$ cat config.mk
export PLATFORM = sky130hd
export DESIGN_NAME = accum_lane_scheduler
export DESIGN_NICKNAME = d
export VERILOG_FILES = /design/src/rtl/accum_lane_scheduler.sv
export SDC_FILE = /design/constraint.sdc
export NUM_CORES = 1
export LEC_CHECK = 0
export CORE_MARGIN = 5
export CORE_UTILIZATION = 60
export DETAILED_ROUTE_END_ITERATION = 8
export HOLD_SLACK_MARGIN = 0.05
export PLACE_DENSITY = 0.87
export SETUP_SLACK_MARGIN = 0.2
export SLEW_MARGIN = 10
export SYNTH_ARGS = -nofsm -noshare
export SYNTH_HDL_FRONTEND = slang
export SYNTH_SLANG_ARGS = --single-unit
$ cat constraint.sdc
create_clock -name clock -period 12.66 [get_ports clock]
set_clock_uncertainty 0.15 [all_clocks]
set_input_delay 3.165 -clock clock [delete_from_list [all_inputs] [get_ports clock]]
set_output_delay 3.165 -clock clock [all_outputs]
set_load 0.1 [all_outputs]
$ cat src/rtl/accum_lane_scheduler.sv
// Four-lane round-robin scheduler sharing one accumulate adder, with a one-entry result register.
// Optional macro ACCUM_SAT_EN: clamp row sums to all-ones on carry-out instead of wrapping.
module accum_lane_scheduler #(
    parameter int DATA_W = 24,
    parameter int CNT_W  = 4
) (
    input  logic                      clock,
    input  logic                      reset,
    input  logic [3:0]                req,
    input  logic [4*(DATA_W+1)-1:0]   req_data,
    output logic [3:0]                gnt,
    input  logic                      flush,
    output logic                      res_valid,
    input  logic                      res_ready,
    output logic [DATA_W-1:0]         res_data,
    output logic [1:0]                res_lane,
    output logic [CNT_W-1:0]          res_count,
    output logic                      res_ovf,
    output logic                      busy
);
    localparam int LANES = 4;

    logic [DATA_W-1:0] psum [LANES];
    logic [CNT_W-1:0]  cnt  [LANES];
    logic [LANES-1:0]  ovf;
    logic [1:0]        ptr;

    logic [DATA_W:0]   words [LANES];
    logic [LANES-1:0]  last;
    logic [LANES-1:0]  elig;
    logic [1:0]        sel;
    logic              grant_any;

    logic [DATA_W-1:0] payload;
    logic [DATA_W-1:0] raw_sum;
    logic [DATA_W-1:0] sum;
    logic              carry;
    logic              last_sel;
    logic              empty_sel;
    logic              ovf_next;
    logic [CNT_W-1:0]  cnt_next;

    always_comb begin
        for (int i = 0; i < LANES; i++) begin
            words[i] = req_data[i*(DATA_W+1) +: DATA_W+1];
            last[i]  = words[i][DATA_W];
        end
    end

    // A pending result only blocks row closes; partial words always flow.
    assign elig = req & (~last | {LANES{~res_valid | res_ready}});

    always_comb begin
        grant_any = 1'b0;
        sel       = '0;
        for (int j = 0; j < LANES; j++) begin
            if (!grant_any && elig[ptr + 2'(j)]) begin
                grant_any = 1'b1;
                sel       = ptr + 2'(j);
            end
        end
        if (flush || !reset) begin
            grant_any = 1'b0;
        end
        gnt = grant_any ? (4'b0001 << sel) : 4'b0000;
    end

    always_comb begin
        payload            = words[sel][DATA_W-1:0];
        last_sel           = words[sel][DATA_W];
        empty_sel          = last_sel && (payload == '0);
        {carry, raw_sum}   = {1'b0, psum[sel]} + {1'b0, payload};
        ovf_next           = ovf[sel] | carry;
`ifdef ACCUM_SAT_EN
        sum = ovf_next ? '1 : raw_sum;
`else
        sum = raw_sum;
`endif
        if (empty_sel || (cnt[sel] == '1)) begin
            cnt_next = cnt[sel];
        end else begin
            cnt_next = cnt[sel] + CNT_W'(1);
        end
    end

    always_comb begin
        busy = 1'b0;
        for (int i = 0; i < LANES; i++) begin
            busy = busy | (cnt[i] != '0);
        end
    end

    always_ff @(posedge clock or negedge reset) begin
        if (!reset) begin
            for (int i = 0; i < LANES; i++) begin
                psum[i] <= '0;
                cnt[i]  <= '0;
            end
            ovf       <= '0;
            ptr       <= '0;
            res_valid <= 1'b0;
            res_data  <= '0;
            res_lane  <= '0;
            res_count <= '0;
            res_ovf   <= 1'b0;
        end else begin
            if (flush) begin
                for (int i = 0; i < LANES; i++) begin
                    psum[i] <= '0;
                    cnt[i]  <= '0;
                end
                ovf <= '0;
            end else if (grant_any) begin
                if (last_sel) begin
                    psum[sel] <= '0;
                    cnt[sel]  <= '0;
                    ovf[sel]  <= 1'b0;
                end else begin
                    psum[sel] <= sum;
                    cnt[sel]  <= cnt_next;
                    ovf[sel]  <= ovf_next;
                end
            end

            if (grant_any) begin
                ptr <= sel + 2'd1;
            end

            // A new close wins over an accept in the same cycle.
            if (grant_any && last_sel) begin
                res_valid <= 1'b1;
                res_data  <= sum;
                res_lane  <= sel;
                res_count <= cnt_next;
                res_ovf   <= ovf_next;
            end else if (res_ready) begin
                res_valid <= 1'b0;
            end
        end
    end
endmodule

* Word level (Yosys, flattened, before mapping)
Cells that the tools add are included.
** Operators by class
- $add $sub $neg :: 6
- Reduce and logical (&&, ||, !) cells :: 20
- Shift-type cells :: 1
- Muxes and demuxes :: 50
- Bitwise logic cells :: 16
- Equality and inequality tests :: 1
- $lt $le $gt $ge :: 8
** Operator list (count)
- $mux W96 :: 3
- $and A96 B96 Y96 :: 1
- $bwmux W96 :: 1
- $not A96 Y96 :: 1
- $mux W24 :: 3
- $bmux W25 S2 :: 1
- $mux W25 :: 2
- $bmux W24 S2 :: 1
- $demux W24 S2 :: 1
- $mux W16 :: 3
- $mux W4 :: 8
- $add A24 B24 Y25 :: 1
- $logic_not A24 Y1 :: 1
- $and A16 B16 Y16 :: 1
- $bwmux W16 :: 1
- $not A16 Y16 :: 1
- $reduce_bool A4 Y1 :: 4
- $lt A2 B3 Y1 const B :: 5
- $mux W1 :: 13
- $bmux W1 S2 :: 5
- $and A4 B4 Y4 :: 2
- $bmux W4 S2 :: 1
- $demux W4 S2 :: 1
- $mux W2 :: 4
- other kinds (19) :: 37
** Storage, ports and cells
- Output and inout port bits :: 37
- Register bits after elaboration :: 150
- Word-level logic and storage cells :: 117
- Bits of input ports :: 108

* Depth between registers and ports, before layout
- Word-level depth :: 28
- Mapped depth :: 25
- Gate-level depth less buffers :: 21

* Least setup slack after synthesis
Ideal clock, no wire load.
- Path kind :: in2out
- Start point :: input port res_ready
- End point :: output port gnt[3]
- Buffers on the path :: 4
- Data required time :: 9.345 ns
- Arrival time :: 6.249 ns
- Path slack :: 3.096 ns
- Stages on the path :: 11
- Cell sequence :: nand3b_2 > a32oi_1 > a2bb2o_4 > nor2_8 > buf_1 > buf_2 > buf_1 > clkbuf_1 > ha_1 > nand2_1 > inv_1
** On the way
- Longest elaborated chain between the ends :: 17
- Elaborated cells between the ends (all ways) :: 28
- Those cells by class :: shift: 1; mux: 18; bitwise: 3; reduce/logical: 6
** Ends and longest elaborated chain
- start: declaration :: line 14 : input logic res_ready,
- $or A1 B1 Y1 * :: line 51 : assign elig = req & (~last | {LANES{~res_valid | res_ready}});
- $or A4 B4 Y4 * :: line 51
- $and A4 B4 Y4 * :: line 51
- $bmux W1 S2 :: line 57 : if (!grant_any && elig[ptr + 2'(j)]) begin
- $mux W1 (implied by the code) :: line 57
- $mux W1 :: line 57
- $logic_not A1 Y1 :: line 57
- $logic_and A1 B1 Y1 :: line 57
- [2 not listed]
- $logic_and A1 B1 Y1 :: line 57
- $mux W1 :: line 57
- $logic_not A1 Y1 :: line 57
- $logic_and A1 B1 Y1 :: line 57
- $mux W2 * :: line 57
- via sel[1] :: line 31 : logic [1:0] sel;
- $shl A1 B2 Y4 * :: line 65 : gnt = grant_any ? (4'b0001 << sel) : 4'b0000;
- $mux W4 * :: line 65
- end: declaration :: line 11 : output logic [3:0] gnt,
Mark *: on every way through the listed nets, which the timed path passes. The rest lies on a longest branch. The select of a mux whose other input is x is not followed.

* Worst setup path after layout
- Start point :: input port res_ready
- End point :: output port gnt[0]
** On the way
- Longest elaborated chain between the ends :: 17
- Elaborated cells between the ends (all ways) :: 28
- Those cells by class :: shift: 1; mux: 18; bitwise: 3; reduce/logical: 6
** Ends and longest elaborated chain (line)
- $or A1 B1 Y1 * :: 51
- $or A4 B4 Y4 * :: 51
- $and A4 B4 Y4 * :: 51
- $bmux W1 S2 :: 57
- $mux W1 (implied by the code) :: 57
- $mux W1 :: 57
- $logic_not A1 Y1 :: 57
- $logic_and A1 B1 Y1 :: 57
- $mux W1 :: 57
- $logic_not A1 Y1 :: 57
- $logic_and A1 B1 Y1 :: 57
- $mux W1 :: 57
- $logic_not A1 Y1 :: 57
- $logic_and A1 B1 Y1 :: 57
- $mux W2 or $mux W1 (tied branches) :: 57
- $shl A1 B2 Y4 or $mux W1 (tied branches) :: 65, 62
- $mux W4 * :: 65
Mark *: on every way between the ends. The rest lies on a longest branch, timed or not. The select of a mux whose other input is x is not followed.

==> flow_summary.json <==
{
  "ant_nets": 0,
  "setup_violations": 0,
  "drv_slew": 0,
  "synth_fa_ha_area_share_pct": 3.828,
  "cts_sinks": 150,
  "clock_latency_ns": 0.43,
  "yosys_warnings": 0,
  "synth_cell_types": 75,
  "endpoint_kind": "output port",
  "via_count": 9601,
  "avgSynthCellArea_sq_um": 8.386,
  "async_reset_ff_share_pct": 100.0,
  "antenna_cells": 0,
  "yosys.area_share.simple_pct": 23.41,
  "cpMaxStageDelayCell": "clkdlybuf4s50_1",
  "drive_above_1_share_pct": 6.593,
  "clk_pin_slew_ns": 0.06,
  "syn_inst": 1146,
  "pin_count": 145,
  "overflow": 0,
  "rsz0062_at_grt": "false",
  "firstDrtPassIters": 7,
  "period_minus_slack_ns": 10.41,
  "synth-edff-count": 0,
  "finalNetCount": 1382,
  "synth_compound_area_share_pct": 22.48,
  "cts_buffers": 17,
  "crit_family": "buffers and inverters",
  "grtUsageTotal_pct": 33.82,
  "die_area_sq_um": 18650,
  "fp-row-count": 46,
  "seq_area_sq_um": 3754,
  "p_leak_uw": 0.005110,
  "gp_congestion": 0.9466,
  "power_density_nw_per_um2": 298.1,
  "synth_ff_type": "dfrtp_1",
  "dpl.hpwl_um": 21990,
  "core-area_sq_um": 15830,
  "fp.dieW_um": 136.6,
  "dp_slack_ns": 2.383,
  "vdd_drop_max_mv": 0.2328,
  "hold_viol": 0,
  "grt_pass1_wl_um": 49010,
  "seq_area_frac_synth_pct": 39.06,
  "multi_input_area_sq_um": 5487,
  "total_power_uw": 3478,
  "cts_tree": "done",
  "crit_fanout": 20,
  "wire_per_inst_um": 21.43,
  "max-cap-violations": 0,
  "fmax_mhz": 96.08,
  "clockBufferDepth": 2,
  "status": "complete, no violations",
  "utilization_pct": 73.72,
  "drt_wl_total_um": 31620,
  "finalCritPeriodShare_pct": 82.21,
  "die_h_um": 136.6,
  "root_buffer": "clkbuf_16",
  "synthesis.area_sq_um": 9610,
  "drc": 0,
  "hold_buffers": 0,
  "antenna_found_initial": 0,
  "portBuffers": 144,
  "start_util_pct": 60.72,
  "setup_tns_ns": 0,
  "worstPathCellList": "clkdlybuf4s50_1 > nand3b_2 > and2_4 > o311ai_4 > nor2_4 > inv_2 > ha_1 > nand2_1 > inv_1 > clkdlybuf4s50_1",
  "cts_resized": 0,
  "grt_max_degree": 75,
  "drt_iter0_drc": 1218,
  "hp-class": "flop to flop",
  "slew_headroom_pct": 28.32,
  "tightest_slew_ns": 1.074,
  "synth_top_family_by_area": "simple AND/OR/NAND/NOR gates",
  "synth-xor-area-share_pct": 3.346,
  "critPathMaxStageDelay_ns": 1.16,
  "synth.area.mux_share_pct": 3.906,
  "vias_per_cell": 6.509,
  "fillers": 1183,
  "postLayoutSetupSlackWorst_ns": 2.252,
  "syn_nets": 1282,
  "start_kind": "input port",
  "required_ns": 9.34,
  "cp_common_cell": "clkdlybuf4s50_1",
  "cts_setup_buffers": 0,
  "synth_seq_cells": 150,
  "area_growth_pct": 21.42,
  "grt_pass1_vias": 9203,
  "worst-path-buf-inv": 4,
  "crit_type": "input port to output port",
  "arrival_ns": 7.09,
  "htree_num_levels": 4
}
-- per-layer routing --
metal	share of wire (%)	wire (um)	GRT usage, %
met5	0	0	0
met4	3.5	1093	12.37
met3	14	4430	10.26
met2	43	13700	50.58
met1	39	12390	46.69
-- sequential cells by signal, indices dropped and copies added (netlist names) --
signal,flops
cnt,16
ovf,4
res_ovf,1
res_data,24
res_valid,1
psum,96
res_lane,2
res_count,4
ptr,2
-- cells by family (layout without fill, tap and decap cells) --
logic type	Yosys count	in the layout
AOI/OAI and AO/OA	312	312
and+or+nand+nor	492	492
muxes	36	36
DFF	150	150
buffers and inverters	92	205
xor gates and xnor gates	35	35
adders and majority gates	29	29
-- synthesized netlist by cell type (3+ instances only) --
| cell | n | area, sq um |
|---|---|---|
| a211oi_1 | 25 | 187.7 |
| a21boi_0 | 11 | 82.58 |
| a21o_1 | 13 | 97.59 |
| a21oi_1 | 57 | 285.3 |
| a22o_1 | 48 | 420.4 |
| a22oi_1 | 8 | 60.06 |
| a31oi_1 | 31 | 193.9 |
| and2_1 | 16 | 100.1 |
| and3_1 | 38 | 237.7 |
| buf_1 | 11 | 41.29 |
| buf_2 | 14 | 70.07 |
| clkbuf_1 | 48 | 180.2 |
| dfrtp_1 | 150 | 3754 |
| ha_1 | 27 | 337.8 |
| inv_1 | 14 | 52.55 |
| mux2_2 | 8 | 90.09 |
| mux2i_1 | 27 | 270.3 |
| nand2_1 | 255 | 957.2 |
| nand2b_1 | 3 | 18.77 |
| nand3_1 | 52 | 260.3 |
| nand3b_1 | 7 | 52.55 |
| nand4_1 | 5 | 31.28 |
| nor2_1 | 79 | 296.5 |
| nor2b_1 | 6 | 37.54 |
| nor3_1 | 7 | 35.03 |
| nor4_1 | 4 | 25.02 |
| o211ai_1 | 8 | 60.06 |
| o21a_1 | 5 | 37.54 |
| o21ai_0 | 59 | 295.3 |
| o21ai_1 | 6 | 30.03 |
| o21bai_1 | 4 | 30.03 |
| o22ai_1 | 7 | 43.79 |
| o31ai_1 | 7 | 52.55 |
| or3_1 | 3 | 18.77 |
| xnor2_1 | 19 | 166.4 |
| xor2_1 | 14 | 122.6 |
-- layout by cell type, fill, tap and decap left out, drive strengths merged, types with 8 or more instances in the layout --
cell and n:
nand2 255, dfrtp 150, clkdlybuf4s50 143, nor2 81
o21ai 65, a21oi 58, nand3 53, a22o 48
and3 38, a31oi 31, mux2i 27, ha 27
a211oi 26, xnor2 20, clkbuf 19, inv 19
and2 18, xor2 15, buf 14, a21o 13
a21boi 13, o211ai 9, mux2 9, nand3b 9
a22oi 8
-- path summary, 6_finish.rpt --
kind	from	to	slack, ns	depth (start not counted)
hold / removal	res_data[12]	res_data[12]	0.33	2
hold reg to reg	res_data[12]	res_data[12]	0.33	2
setup reg to reg	res_valid	res_data[16]	5.86	21
max in group asynchronous	reset	psum[38]	8.68	2
setup / recovery	res_ready	gnt[0]	2.25	10
min in group asynchronous	reset	res_data[16]	2.50	1
-- per-stage QoR --
stage,area (sq um),std cells,hold WS (ns)
final,11670,1475,0.3291
after global routing,11670,1475,0.3446
after CTS,11670,1475,0.3303
after detailed placement,11110,1443,0.3149
after floorplan,9610,1146,0.2984
after global placement,11110,1443,0.3084
-- power breakdown --
part / leakage [uW] / internal, uW / switching, uW / total (uW)
Clock: 0.000262 / 273 / 212 / 485
Sequential: 0.00203 / 595 / 82.5 / 678
Combinational: 0.00282 / 681 / 1630 / 2320
-- layout make-up --
type	instances	area share, %
inverter	16	0.5147
sequential	150	32.17
clock buffer	19	3.710
multi-input combinational	904	47.02
clock inverter	13	1.072
tap	216	2.316
timing repair buffer	157	13.20
-- tightest hold or removal path, cell delays in order, from the launching register on --
cell and delay (ns):
dfrtp_1 0.34, nand2_1 0.05, nand2_1 0.05
(Power assumes the default switching activity.)
